## config.mk

```make
export PLATFORM = sky130hd
export DESIGN_NAME = uart_tx_fifo
export DESIGN_NICKNAME = d
export VERILOG_FILES = /design/src/rtl/uart_tx_fifo.sv
export SDC_FILE = /design/constraint.sdc
export NUM_CORES = 1
export LEC_CHECK = 0
export ABC_AREA = 0
export BUFFER_PORTS_ARGS = -buffer_cell sky130_fd_sc_hd__buf_4
export CAP_MARGIN = 20
export CORE_MARGIN = 4
export CORE_UTILIZATION = 45
export CTS_CLUSTER_DIAMETER = 50
export DETAILED_ROUTE_END_ITERATION = 8
export GPL_ROUTABILITY_DRIVEN = 0
export GPL_TIMING_DRIVEN = 0
export PLACE_DENSITY = 0.71
export REMOVE_ABC_BUFFERS = 1
export SYNTH_ARGS = -nofsm -noshare
export SYNTH_HDL_FRONTEND = slang
export SYNTH_SLANG_ARGS = --single-unit
```

## constraint.sdc

```tcl
create_clock -name clk -period 3.7 [get_ports clk]
set_input_delay 0.37 -clock clk [delete_from_list [all_inputs] [get_ports clk]]
set_output_delay 0.37 -clock clk [all_outputs]
set_load 0.01 [all_outputs]
```

## src/rtl/uart_tx_fifo.sv

```systemverilog
// Transmit UART with a small byte FIFO: MMIO stores are queued and sent as 8N1 frames.
// Define UART_TX_PARITY_EN to insert an even-parity bit (8E1 frames).
module uart_tx_fifo #(
   parameter int unsigned CLKS_PER_BIT = 16,
   parameter int unsigned FIFO_DEPTH   = 4
) (
   input  logic       clk,
   input  logic       rst,
   input  logic       wr_en,
   input  logic [7:0] wr_data,
   output logic       full,
   output logic       busy,
   output logic       drop,
   output logic       uart
);

   localparam int unsigned BW = (CLKS_PER_BIT > 1) ? $clog2(CLKS_PER_BIT) : 1;
   localparam int unsigned PW = $clog2(FIFO_DEPTH);
   localparam int unsigned CW = PW + 1;
   localparam logic [BW-1:0] BAUD_LAST = BW'(CLKS_PER_BIT - 1);
   localparam logic [CW-1:0] DEPTH_C   = CW'(FIFO_DEPTH);

`ifdef UART_TX_PARITY_EN
   typedef enum logic [2:0] {IDLE, START, DATA, PARITY, STOP} state_e;
`else
   typedef enum logic [1:0] {IDLE, START, DATA, STOP} state_e;
`endif

   state_e          state_q, state_d;
   logic [BW-1:0]   baud_q, baud_d;
   logic [2:0]      bit_q, bit_d;
   logic [7:0]      shift_q, shift_d;
`ifdef UART_TX_PARITY_EN
   logic            parity_q, parity_d;
`endif
   logic [7:0]      mem [FIFO_DEPTH];
   logic [PW-1:0]   wr_ptr_q, rd_ptr_q;
   logic [CW-1:0]   count_q;
   logic            drop_q;
   logic            uart_q, uart_d;
   logic            push, pop, bit_end;

   // full is decoded from the registered count, so a pop never frees a slot in the same cycle
   assign full    = (count_q == DEPTH_C);
   assign push    = wr_en && !full;
   assign busy    = (count_q != '0) || (state_q != IDLE);
   assign drop    = drop_q;
   assign uart    = uart_q;
   assign bit_end = (baud_q == BAUD_LAST);

   always_ff @(posedge clk) begin
      if (!rst) begin
         state_q  <= IDLE;
         baud_q   <= '0;
         bit_q    <= '0;
         shift_q  <= '0;
`ifdef UART_TX_PARITY_EN
         parity_q <= 1'b0;
`endif
         wr_ptr_q <= '0;
         rd_ptr_q <= '0;
         count_q  <= '0;
         drop_q   <= 1'b0;
         uart_q   <= 1'b1;
      end else begin
         state_q  <= state_d;
         baud_q   <= baud_d;
         bit_q    <= bit_d;
         shift_q  <= shift_d;
`ifdef UART_TX_PARITY_EN
         parity_q <= parity_d;
`endif
         wr_ptr_q <= wr_ptr_q + PW'(push);
         rd_ptr_q <= rd_ptr_q + PW'(pop);
         count_q  <= count_q + CW'(push) - CW'(pop);
         drop_q   <= wr_en && full;
         uart_q   <= uart_d;
      end
   end

   always_ff @(posedge clk) begin
      if (rst && push) begin
         mem[wr_ptr_q] <= wr_data;
      end
   end

   always_comb begin
      state_d  = state_q;
      baud_d   = baud_q;
      bit_d    = bit_q;
      shift_d  = shift_q;
`ifdef UART_TX_PARITY_EN
      parity_d = parity_q;
`endif
      pop      = 1'b0;
      case (state_q)
         IDLE: begin
            if (count_q != '0) begin
               pop      = 1'b1;
               shift_d  = mem[rd_ptr_q];
`ifdef UART_TX_PARITY_EN
               parity_d = ^mem[rd_ptr_q];
`endif
               baud_d   = '0;
               state_d  = START;
            end
         end
         START: begin
            if (bit_end) begin
               baud_d  = '0;
               bit_d   = '0;
               state_d = DATA;
            end else begin
               baud_d = baud_q + BW'(1);
            end
         end
         DATA: begin
            if (bit_end) begin
               baud_d  = '0;
               shift_d = shift_q >> 1;
               if (bit_q == 3'd7) begin
`ifdef UART_TX_PARITY_EN
                  state_d = PARITY;
`else
                  state_d = STOP;
`endif
               end else begin
                  bit_d = bit_q + 3'd1;
               end
            end else begin
               baud_d = baud_q + BW'(1);
            end
         end
`ifdef UART_TX_PARITY_EN
         PARITY: begin
            if (bit_end) begin
               baud_d  = '0;
               state_d = STOP;
            end else begin
               baud_d = baud_q + BW'(1);
            end
         end
`endif
         STOP: begin
            if (bit_end) begin
               baud_d  = '0;
               state_d = IDLE;
            end else begin
               baud_d = baud_q + BW'(1);
            end
         end
         default: state_d = IDLE;
      endcase
   end

   // Line level is decoded from the next state so the pin comes straight from a flop
   always_comb begin
      uart_d = 1'b1;
      case (state_d)
         IDLE:   uart_d = 1'b1;
         START:  uart_d = 1'b0;
         DATA:   uart_d = shift_d[0];
`ifdef UART_TX_PARITY_EN
         PARITY: uart_d = parity_d;
`endif
         STOP:   uart_d = 1'b1;
         default: uart_d = 1'b1;
      endcase
   end

endmodule

```

* Word level (Yosys, flattened, before mapping) *
Memories as Yosys holds them, arrays and structs flattened. A register that Yosys moved wholly into a read port is not among the register bits.
Cells that the tools add are included.

cells by class
  add/sub/neg operators = 6
  equal/unequal tests = 13
  mux-type cells = 22
  reductions and logical operators = 15

operators with widths
  kind                                           number
  2-to-1 mux 8 bit                               2
  one-hot mux 8 bit (2 select lines)             1
  2-to-1 mux 2 bit                               6
  2-to-1 mux 3 bit                               3
  == test 2 bit, second input constant           4
  2-to-1 mux 4 bit                               2
  != test 2 bit, second input constant           4
  one-hot mux 2 bit (4 select lines)             1
  one-hot mux 4 bit (2 select lines)             1
  == test 3 bit, second input constant           2
  one-hot mux 3 bit (2 select lines)             1
  nonzero test 2 bit                             3
  adder 2 x 1 -> 2 bit                           2
  adder 4 x 1 -> 4 bit, second input constant    1
  == test 2 x 1 -> 1 bit, second input constant  2
  == test 4 bit, second input constant           1
  logical NOT 2 bit                              2
  2-to-1 mux 1 bit                               4
  AND reduction 4 bit                            1
  adder 3 x 1 -> 3 bit                           1
  adder 3 x 1 -> 3 bit, second input constant    1
  logical AND 1 bit                              3
  one-hot mux 1 bit (3 select lines)             1
  AND reduction 3 bit                            1
  6 further kinds                                6

storage, ports and cells
  logic and storage cells = 67
  register bits after elaboration = 26
  memories = 1
  output and inout port bits = 4
  RAM bits = 32
  bits of input ports = 11

memories
  memory  words  bits a word  rd ports  clocked after Yosys merged registers in  wr ports  line  RTL
  mem     4      8            1         1                                        1         36    logic [7:0] mem [FIFO_DEPTH];

* Depth between registers and ports, before layout *
  depth after elaboration = 7
  gate-level depth with buffers = 10
  mapped depth without buffers = 9

* Least setup slack after synthesis *
OpenSTA, ideal clock, no wires.

  path kind = register -> register
  start point = register count_q[2]
  end point = register count_q[2]
  data arrival time = 1979 ps
  buffers on the path = 0
  library setup time = 128 ps
  period minus slack after synthesis = 2106 ps
  path slack = 1594 ps
  data required time = 3572 ps
  stages on the path, launching flop included = 10
  path through = dfxtp_1 -> or3b_2 -> nand2_1 -> ha_1 -> inv_1 -> ha_1 -> fa_1 -> xnor2_1 -> xnor2_1 -> nor2_1

between the ends
  word-level cells in the longest chain between the ends = 5
  elaborated cells on any way between the ends = 8
  classes of those cells = add/sub (2); eq/ne (1); mux (2); reduce/logical (3)

ends and longest elaborated chain
  what                         line  RTL
  start, declared              38    logic [CW-1:0] count_q;
  start signal, assigned       75    count_q <= count_q + CW'(push) - CW'(pop);
  == test 3 bit                44    assign full = (count_q == DEPTH_C);
  logical NOT 1 bit            45    assign push = wr_en && !full;
  logical AND 1 bit            45
  adder 3 x 1 -> 3 bit         75
  subtractor 3 x 1 -> 3 bit *  75

Every way passes the cells marked *; elsewhere a longest branch is shown, timed or not.
A chain may end at the register's enable or synchronous reset.

* Worst setup path in the final report *
  start point = register state_q[1]
  end point = register count_q[2]

between the ends
  word-level cells in the longest chain between the ends = 3

ends and longest elaborated chain
  what                       line  RTL
  start, declared            29    state_e state_q, state_d;
  start signal, assigned     66    state_q <= state_d;
  logical NOT 2 bit          96    case (state_q)
  2-to-1 mux 1 bit           96
  subtractor 3 x 1 -> 3 bit  75

Every way passes these cells.

==> reports/qor_table.md <==
| Result | Reported |
|---|---|
| Setup CP Type | reg -> reg |
| First-pass GRT wire length | 6858 um |
| Post-CTS setup buffer count | 0 |
| Total via count after detailed routing | 1421 |
| Clock tree root buffer cell | sky130_fd_sc_hd__clkbuf_8 |
| Critical Path Fanout Max | 9 |
| Register-to-Register Setup Slack | 1.43 ns |
| M1 WL | 1763 um |
| Routed length on met3 | 132 um |
| Required time at the endpoint of the critical path | 3.90 ns |
| Initial antenna violation count | 0 |
| Post-route cell area | 2809 um^2 |
| Leak | 1.102 nW |
| Worst R2R End | count_q[2]$_SDFF_PN0_ |
| Power density over cell area | 684.6 nW/um^2 |
| Core Box Area | 5172 um^2 |
| Hold Startpoint | wr_data[3] |
| Number of placed I/O pins | 15 |
| Cell Rows | 26 |
| Most common cell after layout, fill and taps aside | sky130_fd_sc_hd__edfxtp_1 |
| Slew at the pin with the worst max-slew slack | 0.7583 ns |
| Async SR Flop Fraction | 0 |
| Post-DP Area | 2600 um^2 |
| Fraction of layout cells with a size suffix above 1 | 0.2222 |
| Number of instances in the synthesized netlist | 183 |
| Hold path depth | 1 |
| DRC violation total after the first TritonRoute iteration | 37 |
| CTS Hold Buffers Added | 0 |
| Critical R2R Launch | state_q[1]$_SDFF_PN0_ |
| Top metal layer carrying routed signals | met4 |
| Number of synthesized register bits | 58 |
| Number of global-route vias before repair | 1416 |
| Sequential element share of the synthesized area | 0.6097 |
| Number of max-cap violations | 0 |
| Top library cells by usage in the layout, fill and taps aside | sky130_fd_sc_hd__edfxtp_1, sky130_fd_sc_hd__dfxtp_1, sky130_fd_sc_hd__nor2_1, sky130_fd_sc_hd__buf_4, sky130_fd_sc_hd__nand2_1 |
| Number of inserted diodes | 0 |
| Total Power | 1.923 mW |
| First-pass detailed-route iteration total | 4 |
| Post-route ant nets | 0 |
| Mean cell area of the mapped netlist | 13.28 um^2 |
| TritonCTS clock tree | built |
| Total placed cells including tap cells | 261 |
| Die ar. | 6639 um^2 |
| Endpoint of the most critical setup path | count_q[2]$_SDFF_PN0_ |
| Post-cts repair resize count | 0 |
| Total grt overflow | 0 |
| Clock insertion delay at the later pin of the skew report | 0.33 ns |
| Via density per instance | 5.130 |
| Post-DR wirelength/cell | 14.28 um |
| Path class of the lowest-slack min-delay path | in -> reg |
| Netlist Area Pre-Place | 2430 um^2 |
| Unrepaired setup endpoints after global routing | no |
| Wire length reported by the detailed router | 3956 um |
| Count of synthesis-stage warnings from yosys | 0 |
| Detail Placement HPWL | 2693 um |
| Worst setup path startpoint | state_q[1]$_SDFF_PN0_ |
| DRC violation count after routing | 0 |
| Period minus WS final | 2.269 ns |
| Final Net Count | 222 |
| Routed wl met2 | 1943 um |
| Fin. Hold Viols | 0 |
| Final setup fails | 0 |
| Final worst hold slack | 0.2375 ns |
| Crit share post-route | 0.6132 |
| H-Tree Level Count | 3 |
| Number of fill cells in the layout | 420 |
| Combined global-route utilization of all metal layers | 0.1450 |
| Pin count of the biggest net entering global routing | 21 |
| Number of distinct standard cells referenced by the synthesized netlist | 37 |
| Starting density of the core | 0.4698 |
| Startpoint type of the worst setup path | flop |
| Result of the run | finished clean |
| Number of synthesized flops with an enable pin | 32 |
| Die Span Y | 81.48 um |
| Max Buffers Root-to-Sink | 2 |
| CTS Buf Count | 9 |
| Highest Clock Rate | 440.7 MHz |
| Area grow syn2layout | 15.60% |
| Buffers on Ports | 14 |
| Sink Count | 58 |
| Peak supply drop | 0.0003179 V |
| Sum of negative setup slack | 0 ns |
| Number of cell instances on the worst register-to-register path | 9 |
| Crit end category | flop |
| Worst path arrival time | 2.47 ns |
| Dominant register cell in the synthesized netlist | sky130_fd_sc_hd__edfxtp_1 |
| Final Instance Count excl. Fillers | 277 |
| Tightest slew margin relative to the limit | 0.4926 |
| Slew Limit Fails | 0 |
| Width of the die | 81.48 um |
| Clock Skew | 0.004995 ns |
| CTS clk-pin slew, worst paths | 0.07 ns |
-- layout make-up --
class	instances	area, um^2	area share
clock buffer	10	127.6	0.04543
clock inverter	6	81.33	0.02895
inverter	8	30.03	0.01069
multi-input combinational	110	888.4	0.3163
sequential	58	1481	0.5274
tap	70	87.58	0.03118
timing repair buffer	15	112.6	0.04009
-- critical path, cell delays in order, from the launching register on --
cell,delay (ns)
sky130_fd_sc_hd__dfxtp_1,0.45
sky130_fd_sc_hd__or2_1,0.33
sky130_fd_sc_hd__nor2_4,0.12
sky130_fd_sc_hd__ha_1,0.29
sky130_fd_sc_hd__inv_1,0.03
sky130_fd_sc_hd__ha_1,0.18
sky130_fd_sc_hd__fa_1,0.38
sky130_fd_sc_hd__xnor2_1,0.17
sky130_fd_sc_hd__xnor2_1,0.13
sky130_fd_sc_hd__nor2_1,0.05
-- sequential cells by signal, indices dropped and copies added, names as in the netlist --
register,cells
mem,32
shift_q,8
baud_q,4
bit_q,3
count_q,3
rd_ptr_q,2
state_q,2
wr_ptr_q,2
drop,1
uart,1
-- worst min-delay path by stage --
stage / end / slack (ns)
after global placement: shift_q[6]$_SDFFE_PN0P_ / 0.44
final: mem[3][3]$_DFFE_PP_ / 0.24
after floorplan: shift_q[4]$_SDFFE_PN0P_ / 0.43
after detailed placement: shift_q[6]$_SDFFE_PN0P_ / 0.44
after CTS: mem[2][3]$_DFFE_PP_ / 0.23
after global routing: mem[0][2]$_DFFE_PP_ / 0.22
-- cell usage after synthesis, types with 2 or more instances --
library cell,number,area share
sky130_fd_sc_hd__edfxtp_1,32,0.40
sky130_fd_sc_hd__dfxtp_1,26,0.21
sky130_fd_sc_hd__nor2_1,16,0.025
sky130_fd_sc_hd__nand2_1,11,0.017
sky130_fd_sc_hd__a21oi_1,9,0.019
sky130_fd_sc_hd__a22oi_1,8,0.025
sky130_fd_sc_hd__ha_1,8,0.041
sky130_fd_sc_hd__inv_1,8,0.012
sky130_fd_sc_hd__mux4_2,8,0.074
sky130_fd_sc_hd__and2_1,7,0.018
sky130_fd_sc_hd__nand3_1,6,0.012
sky130_fd_sc_hd__and3_1,4,0.010
sky130_fd_sc_hd__xnor2_1,4,0.014
sky130_fd_sc_hd__clkbuf_1,3,0.0046
sky130_fd_sc_hd__mux2i_1,3,0.012
sky130_fd_sc_hd__o21ai_0,3,0.0062
sky130_fd_sc_hd__buf_2,2,0.0041
sky130_fd_sc_hd__buf_4,2,0.0062
sky130_fd_sc_hd__nor2_4,2,0.0093
sky130_fd_sc_hd__nor2b_1,2,0.0051
sky130_fd_sc_hd__nor3_1,2,0.0041
sky130_fd_sc_hd__nor4_1,2,0.0051
-- where the power goes --
group          switching [mW]  internal (mW)  leakage (nW)
Clock                   0.241          0.374         0.104
Combinational           0.221          0.235         0.495
Sequential             0.0829          0.768         0.503
-- metrics by stage --
| stage | util | setup slack (ns) |
|---|---|---|
| after floorplan | - | 1.588 |
| after detailed placement | 0.5027 | 1.415 |
| after global routing | 0.5431 | 1.257 |
| final | 0.5431 | 1.431 |
| after global placement | 0.5000 | 0.8979 |
| after CTS | 0.5431 | 1.407 |
-- logic make-up after synthesis --
group / synth area share
buffers and inverters: 0.02729
muxes: 0.08651
DFF: 0.6097
xor gates and xnor gates: 0.01802
and+or+nand+nor: 0.1334
adders and majority gates: 0.04944
AOI/OAI and AO/OA: 0.07569
-- routing by layer --
metal | vias up | GRT usage
li1 | 708 | -
met1 | 686 | 0.1749
met2 | 18 | 0.2288
met3 | 9 | 0.04057
met4 | 0 | 0.09122
met5 | - | 0
(Power assumes the default switching activity.)
